**src/rtl/alu_issue_ctrl.sv**
```systemverilog
// Issue sequencer for the toggle-strobed ALU.
// Owns the register file and pc, and retires one instruction every five cycles.
module alu_issue_ctrl #(
   parameter int DATA_W = 13,
   parameter int PC_W   = 13
) (
   input  logic              clk,
   input  logic              reset,
   input  logic              instr_valid,
   output logic              instr_ready,
   input  logic [15:0]       instr,
   output logic [DATA_W-1:0] alu_a,
   output logic [DATA_W-1:0] alu_b,
   output logic [2:0]        alu_sel,
   output logic              ALUSTART,
   input  logic [DATA_W-1:0] alu_result,
   input  logic              alu_branch,
   output logic [PC_W-1:0]   pc,
   output logic              mem_we,
   output logic [DATA_W-1:0] mem_addr,
   output logic [DATA_W-1:0] mem_wdata,
   output logic              done,
   input  logic [2:0]        dbg_addr,
   output logic [DATA_W-1:0] dbg_data
);

   typedef enum logic [2:0] {
      S_IDLE, S_DECODE, S_ISSUE, S_CAPTURE, S_WB
   } state_t;

   localparam logic [2:0] OP_ADD  = 3'b000;
   localparam logic [2:0] OP_SUB  = 3'b001;
   localparam logic [2:0] OP_ADDI = 3'b010;
   localparam logic [2:0] OP_SUBI = 3'b011;
   localparam logic [2:0] OP_BR   = 3'b100;
   localparam logic [2:0] OP_BEQ  = 3'b101;
   localparam logic [2:0] OP_STI  = 3'b110;
   localparam logic [2:0] OP_LDI  = 3'b111;

   state_t              state_q, state_d;
   logic [15:0]         instr_q, instr_d;
   logic [DATA_W-1:0]   regs_q [8];
   logic [DATA_W-1:0]   regs_d [8];
   logic [PC_W-1:0]     pc_q, pc_d;
   logic [DATA_W-1:0]   alu_a_q, alu_a_d;
   logic [DATA_W-1:0]   alu_b_q, alu_b_d;
   logic [2:0]          alu_sel_q, alu_sel_d;
   logic                start_q, start_d;
   logic [DATA_W-1:0]   res_q, res_d;
   logic                br_q, br_d;
   logic                mem_we_q, mem_we_d;
   logic [DATA_W-1:0]   mem_addr_q, mem_addr_d;
   logic [DATA_W-1:0]   mem_wdata_q, mem_wdata_d;
   logic                done_q, done_d;

   logic [2:0]          op_w, rd_w, rs_w, rt_w;
   logic [DATA_W-1:0]   imm_w;

   assign op_w  = instr_q[15:13];
   assign rd_w  = instr_q[12:10];
   assign rs_w  = instr_q[9:7];
   assign rt_w  = instr_q[6:4];
   assign imm_w = {{(DATA_W-7){1'b0}}, instr_q[6:0]};

   always_comb begin
      state_d     = state_q;
      instr_d     = instr_q;
      regs_d      = regs_q;
      pc_d        = pc_q;
      alu_a_d     = alu_a_q;
      alu_b_d     = alu_b_q;
      alu_sel_d   = alu_sel_q;
      start_d     = start_q;
      res_d       = res_q;
      br_d        = br_q;
      mem_we_d    = 1'b0;
      mem_addr_d  = mem_addr_q;
      mem_wdata_d = mem_wdata_q;
      done_d      = 1'b0;
      unique case (state_q)
         S_IDLE: begin
            if (instr_valid) begin
               instr_d = instr;
               state_d = S_DECODE;
            end
         end
         S_DECODE: begin
            alu_sel_d = op_w;
            unique case (op_w)
               OP_ADD, OP_SUB, OP_BEQ: begin
                  alu_a_d = regs_q[rs_w];
                  alu_b_d = regs_q[rt_w];
               end
               OP_ADDI, OP_SUBI: begin
                  alu_a_d = regs_q[rs_w];
                  alu_b_d = imm_w;
               end
               OP_BR: begin
                  alu_a_d = regs_q[rs_w];
                  alu_b_d = '0;
               end
               OP_STI, OP_LDI: begin
                  alu_a_d = '0;
                  alu_b_d = imm_w;
               end
            endcase
            state_d = S_ISSUE;
         end
         S_ISSUE: begin
            start_d = ~start_q;
            state_d = S_CAPTURE;
         end
         S_CAPTURE: begin
            // done/mem_we flop here so they sit high for exactly the WB cycle
            res_d  = alu_result;
            br_d   = alu_branch;
            done_d = 1'b1;
            if (op_w == OP_STI) begin
               mem_we_d    = 1'b1;
               mem_addr_d  = regs_q[rd_w];
               mem_wdata_d = alu_result;
            end
            state_d = S_WB;
         end
         S_WB: begin
            pc_d = pc_q + PC_W'(1);
            unique case (op_w)
               OP_ADD, OP_SUB, OP_ADDI, OP_SUBI, OP_LDI:
                  regs_d[rd_w] = res_q;
               OP_BR:
                  if (br_q) pc_d = res_q[PC_W-1:0];
               OP_BEQ:
                  if (br_q) pc_d = regs_q[rd_w][PC_W-1:0];
               OP_STI: ;
            endcase
            state_d = S_IDLE;
         end
         default: state_d = S_IDLE;
      endcase
   end

   always_ff @(posedge clk or posedge reset) begin
      if (reset) begin
         state_q     <= S_IDLE;
         instr_q     <= '0;
         for (int i = 0; i < 8; i++) regs_q[i] <= '0;
         pc_q        <= '0;
         alu_a_q     <= '0;
         alu_b_q     <= '0;
         alu_sel_q   <= '0;
         start_q     <= 1'b0;
         res_q       <= '0;
         br_q        <= 1'b0;
         mem_we_q    <= 1'b0;
         mem_addr_q  <= '0;
         mem_wdata_q <= '0;
         done_q      <= 1'b0;
      end else begin
         state_q     <= state_d;
         instr_q     <= instr_d;
         regs_q      <= regs_d;
         pc_q        <= pc_d;
         alu_a_q     <= alu_a_d;
         alu_b_q     <= alu_b_d;
         alu_sel_q   <= alu_sel_d;
         start_q     <= start_d;
         res_q       <= res_d;
         br_q        <= br_d;
         mem_we_q    <= mem_we_d;
         mem_addr_q  <= mem_addr_d;
         mem_wdata_q <= mem_wdata_d;
         done_q      <= done_d;
      end
   end

   assign instr_ready = (state_q == S_IDLE);
   assign alu_a       = alu_a_q;
   assign alu_b       = alu_b_q;
   assign alu_sel     = alu_sel_q;
   assign ALUSTART    = start_q;
   assign pc          = pc_q;
   assign mem_we      = mem_we_q;
   assign mem_addr    = mem_addr_q;
   assign mem_wdata   = mem_wdata_q;
   assign done        = done_q;
   assign dbg_data    = regs_q[dbg_addr];

endmodule

```
**config.mk**
```make
export PLATFORM = sky130hd
export DESIGN_NAME = alu_issue_ctrl
export DESIGN_NICKNAME = d
export VERILOG_FILES = /design/src/rtl/alu_issue_ctrl.sv
export SDC_FILE = /design/constraint.sdc
export NUM_CORES = 1
export LEC_CHECK = 0
export CORE_MARGIN = 2
export CORE_UTILIZATION = 40
export DETAILED_ROUTE_END_ITERATION = 6
export PLACE_DENSITY = 0.69
export SETUP_SLACK_MARGIN = 0.05
export SKIP_CTS_REPAIR_TIMING = 1
export SYNTH_ARGS = -nofsm -noshare
export SYNTH_HDL_FRONTEND = slang
export SYNTH_SLANG_ARGS = --single-unit
```
**constraint.sdc**
```tcl
create_clock -name clk -period 8.8 [get_ports clk]
set_input_delay 0.88 -clock clk [delete_from_list [all_inputs] [get_ports clk]]
set_output_delay 0.88 -clock clk [all_outputs]
set_load 0.01 [all_outputs]
```
-- Yosys cells after proc, flatten, opt, wreduce, memory -nomap -nowiden
Index checks and enable logic that the tools add are counted.
- add/sub/neg operators: 1
- order comparisons: 5
- equal/unequal tests: 12
- multiplexer cells: 25
- bitwise logic cells: 5
- reductions and logical operators: 11
- operators by type and width (operator ; count):
    $bmux W13 S3 ; 4
    $mux W13 ; 11
    $bwmux W104 ; 1
    $pmux W13 S2 ; 2
    $demux W13 S3 ; 1
    $pmux W13 S3 ; 1
    $ge A4 B4 Y1 const B ; 4
    $not A3 Y4 ; 4
    $eq A3 B3 Y1 const B ; 5
    $add A13 B1 Y13 const B ; 1
    $eq A3 B2 Y1 const B ; 4
    $pmux W3 S4 ; 1
    $eq A3 B1 Y1 const B ; 2
    $logic_not A3 Y1 ; 2
    $reduce_and A2 Y1 ; 3
    $reduce_or A6 Y1 ; 1
    $reduce_or A5 Y1 ; 1
    $lt A4 B1 Y1 const B ; 1
    $reduce_or A4 Y1 ; 1
    $mux W1 ; 3
    $mux W3 ; 1
    $reduce_or A3 Y1 ; 1
    $ne A2 B2 Y1 const B ; 1
    $reduce_or A2 Y1 ; 1
    other kinds (2) ; 2
- register bits after elaboration: 208
- input port bits: 36
- output and inout bits: 85
- logic and storage cells: 80

-- Logic depth before layout (Yosys ltp)
- depth after elaboration: 6
- mapped depth: 9
- gate-level depth less buffers: 6

-- Least setup slack after synthesis
Ideal clock, no wire load.
- path kind: input to output
- start: input port dbg_addr[0]
- end: output port dbg_data[0]
- arrival time: 2424 ps
- setup slack: 5496 ps
- stages: 4
- buffers on the path: 2
- cell sequence: clkbuf_1 -> buf_2 -> mux4_2 -> mux2_2
- cells in the longest elaborated chain, start to end: 4
- ends and longest elaborated chain (item ; line ; source):
    start, declared ; 23 ; input logic [2:0] dbg_addr,
    $not A3 Y4 (implied by the code) ; 186 ; assign dbg_data = regs_q[dbg_addr];
    $bmux W13 S3 ; 186 ;
    $mux W13 (implied by the code) (2 in a row) ; 186 ;
    end, declared ; 24 ; output logic [DATA_W-1:0] dbg_data
Every way passes these cells. The select of a mux whose other input is x is not followed.

-- Worst setup path in the final report
- start: input port dbg_addr[0]
- end: output port dbg_data[6]
Same word-level chain as after synthesis.

==> qor.log <==
qor: sta.maxClockFrequency 254 MHz
qor: worst_setup_path.critPathLaunchType input port
qor: global_route.first_global_vias 8044
qor: sta.min_clock_period_post_route 3940 ps
qor: pwr.worst_case_vdd_ir_drop 0.168 mV
qor: hold_path.timing.hold.worst.class reg2reg
qor: status.status complete, no violations
qor: worst_setup_path.worstPathArrival 3060 ps
qor: placement.pre_cts_worst_setup_slack 4840 ps
qor: sta.slew-limit-headroom 0.216
qor: drt.dr_total_vias 8012
qor: sta.finalHoldViolations 0
qor: logic_synthesis.unique_masters_post_synth 62
qor: worst_setup_path.worst_r2r_endpoint regs_q[75]$_DFFE_PP0P_
qor: logic_synthesis.synth-compound-area-share 0.0620
qor: drt.drt-pass1-iter-count 5
qor: logic_synthesis.synth_top_family_by_area multiplexers
qor: sta.worst_slew_pin_slew 1170 ps
qor: logic_synthesis.synthMuxAreaShare 0.368
qor: floorplan.fp.dieH 174 um
qor: sta.final.setup.tns 0 ps
qor: layout.layout-drive-gt1-share 0.310
qor: logic_synthesis.synth_top_cells_by_area sky130_fd_sc_hd__dfrtp_1 45%, sky130_fd_sc_hd__mux4_2 18%, sky130_fd_sc_hd__mux2_2 13%
qor: sta.final.period_utilization 0.448
qor: logic_synthesis.syn_nets 932
qor: logic_synthesis.synth-async-reset-ratio 1.00
qor: cts.cts_tree yes
qor: global_route.grt.total_usage 0.213
qor: logic_synthesis.synth_simple_gate_area_share 0.0794
qor: logic_synthesis.synth.yosys.warnings 0
qor: global_route.global_route_wire_length_before_repair 49900 um
qor: global_route.maximum_number_of_pins_on_one_net_before_global_route_repair 141
qor: drt.drc 0
qor: logic_synthesis.synth-xor-area-share 0.00227
qor: worst_setup_path.worst_r2r_path_depth 5
qor: floorplan.initial_core_utilization 0.404
qor: pwr.standby_leakage_power 5.76 nW
qor: sta.timing.final.setup_violations 0
qor: placement.numPortBuffers 120
qor: floorplan.floorplan.die_area 0.0303 mm^2
qor: placement.dp_hpwl 20400 um
qor: worst_setup_path.maximum_fanout_along_the_worst_path 26
qor: sta.timing.clock.skew 12.6 ps
qor: layout.final.fill_count 2516
qor: floorplan.core-area 0.0286 mm^2
qor: cts.cts_buffer_depth 3
qor: logic_synthesis.synth_largest_area_cell sky130_fd_sc_hd__dfrtp_1
qor: layout.area.growth.synth_to_final 17.7%
qor: layout.multiInputGateArea 0.00593 mm^2
qor: floorplan.die-width 174 um
qor: drt.finalWirelength 32000 um
qor: logic_synthesis.post_synth_instance_area 0.0116 mm^2
qor: pwr.power-per-cell-area 337 mW/mm^2
qor: global_route.grt_antenna_before_repair 0
qor: logic_synthesis.synthAdderAreaFrac 0.00108
qor: logic_synthesis.synth_seq_area_share 0.450
qor: worst_setup_path.setup.worst_path.class in2out
qor: hold_path.min_delay_path_depth 2
qor: layout.ff_latch_area 0.00521 mm^2
qor: layout.finish.net_count 1004
qor: cts.clock_insertion_delay_worst_skew 510 ps
qor: cts.cts_num_sinks 208
qor: sta.hold_slack 472 ps
qor: worst_setup_path.end_kind output port
qor: logic_synthesis.synth_enable_flop_cells 0
qor: sta.grt_setup_unrepaired false
qor: cts.root_buffer sky130_fd_sc_hd__clkbuf_16
qor: logic_synthesis.post_synth_inst_count 895
qor: run.cap_violations 0
qor: worst_setup_path.critical_path_required 7920 ps
qor: floorplan.std_cell_rows 62
qor: sta.slew_violations 0
qor: cts.numCtsBuffers 23
qor: drt.dr.first_iter.drc_count 650
qor: layout.number_of_diodes 0
qor: sta.final_critical_path_setup_slack 4860 ps
qor: cts.clk_pin_slew_worst_paths 60 ps
qor: drt.route.detailed.vias_per_inst 5.87
qor: logic_synthesis.syn_area_per_cell 12.9 um^2
qor: logic_synthesis.synth.top_cell.area_share 0.450
qor: worst_setup_path.critical_path.reg2reg.startpoint state_q[1]$_DFFE_PP0P_
qor: placement.gp_routability_congestion 0.876
qor: global_route.grt_overflow 0
qor: hold_path.hold-path-endpoint mem_wdata[9]$_DFFE_PP0P_
qor: logic_synthesis.yosys_register_bits 208
qor: drt.wl_per_cell 23.4 um
qor: worst_setup_path.timing.reg2reg.setup_slack 5730 ps
qor: cts.htree_num_levels 1
qor: drt.antenna_violating_nets_post_route 0
qor: logic_synthesis.yosys_most_used_dff sky130_fd_sc_hd__dfrtp_1
qor: hold_path.hold_path.startpoint mem_wdata[9]$_DFFE_PP0P_
qor: pwr.total_power 4.58 mW
qor: floorplan.io_pins 121
## where the power goes
part	switching (mW)	internal, mW
Clock	0.381	0.503
Combinational	0.839	1.04
Sequential	0.530	1.29
Total	1.75	2.83
## flip-flops by register name (all words and copies together), names as in the netlist
signal,cells
mem_we,1
mem_wdata,13
pc,13
alu_sel,3
regs_q,104
ALUSTART,1
res_q,13
mem_addr,13
alu_b,13
done,1
br_q,1
state_q,3
instr_q,16
alu_a,13
## Yosys cell counts, drive strengths merged, types with 2 or more instances
library cell	count
o21ai	44
dfrtp	208
nor2	24
mux2i	42
and2	2
o22a	3
nor2b	2
nor3	7
a31oi	6
or3b	3
o31ai	4
and3b	5
nand4	2
nand3	13
a211oi	4
nor3b	5
a221oi	2
a221o	2
or2	2
o21a	2
xnor2	3
clkbuf	39
a22oi	2
mux4	90
nand3b	2
o22ai	10
and3	3
or3	2
o211ai	2
inv	9
a21oi	15
nand2b	6
mux2	154
nand2	111
buf	45
nor4	2
o221ai	8
## per-layer routing
layer	routed length, um	global-route usage
met5	0	0
met4	1080	0.0707
met3	1800	0.0297
met2	15300	0.345
met1	13800	0.298
## through the flow
stage          instance area, um^2  std cells   util
6_report                     13600       1364  0.476
5_1_grt                      13600       1364  0.476
3_3_place_gp                 12900       1326  0.452
3_5_place_dp                 12900       1326  0.452
4_1_cts                      13600       1364  0.476
2_1_floorplan                11600        895      -
## worst max path at each step
stage,from,to,slack [ps]
4_1_cts,dbg_addr[0],dbg_data[6],4830
3_3_place_gp,dbg_addr[0],dbg_data[5],4890
6_report,dbg_addr[0],dbg_data[6],4860
3_5_place_dp,dbg_addr[0],dbg_data[5],4840
5_1_grt,dbg_addr[0],dbg_data[4],4740
2_1_floorplan,reset,ALUSTART$_DFFE_PP0N_,2240
## cell families (layout without fill, tap and decap cells)
kind of cell,Yosys count,count (layout)
xor gates and xnor gates,3,3
buffers and inverters,94,179
AOI/OAI and AO/OA,112,112
and+or+nand+nor,191,191
adders and majority gates,1,1
muxes,286,286
DFF,208,208
## layout by cell type, fill, tap and decap left out, types with 3 or more instances in the layout
master and n:
sky130_fd_sc_hd__a211oi_1 4, sky130_fd_sc_hd__a21oi_1 14, sky130_fd_sc_hd__a31oi_1 6, sky130_fd_sc_hd__and3_1 3, sky130_fd_sc_hd__and3b_1 5, sky130_fd_sc_hd__buf_4 11
sky130_fd_sc_hd__clkbuf_1 6, sky130_fd_sc_hd__clkbuf_16 23, sky130_fd_sc_hd__clkbuf_8 3, sky130_fd_sc_hd__clkdlybuf4s50_1 119, sky130_fd_sc_hd__clkinv_2 5, sky130_fd_sc_hd__dfrtp_1 207
sky130_fd_sc_hd__inv_1 8, sky130_fd_sc_hd__mux2_2 133, sky130_fd_sc_hd__mux2_4 20, sky130_fd_sc_hd__mux2i_1 42, sky130_fd_sc_hd__mux4_2 90, sky130_fd_sc_hd__nand2_1 109
sky130_fd_sc_hd__nand2b_1 4, sky130_fd_sc_hd__nand3_1 12, sky130_fd_sc_hd__nor2_1 22, sky130_fd_sc_hd__nor3_1 6, sky130_fd_sc_hd__nor3b_1 4, sky130_fd_sc_hd__o21ai_0 44
sky130_fd_sc_hd__o221ai_1 8, sky130_fd_sc_hd__o22a_1 3, sky130_fd_sc_hd__o22ai_1 10, sky130_fd_sc_hd__o31ai_1 4, sky130_fd_sc_hd__xnor2_1 3
## critical path, cell delays in order
cell and delay [ps]:
sky130_fd_sc_hd__buf_2 740, sky130_fd_sc_hd__mux4_2 610, sky130_fd_sc_hd__mux2_2 310, sky130_fd_sc_hd__clkdlybuf4s50_1 490
## final cells by class
| cell class | count | area share |
|---|---|---|
| inverters | 10 | 0.00331 |
| flip-flops and latches | 208 | 0.382 |
| clock buffers | 32 | 0.0470 |
| clock inverters | 6 | 0.00239 |
| well taps | 384 | 0.0353 |
| repair buffers | 131 | 0.0939 |
| multi-input cells | 593 | 0.436 |
Power figures use the tool's default switching activity.
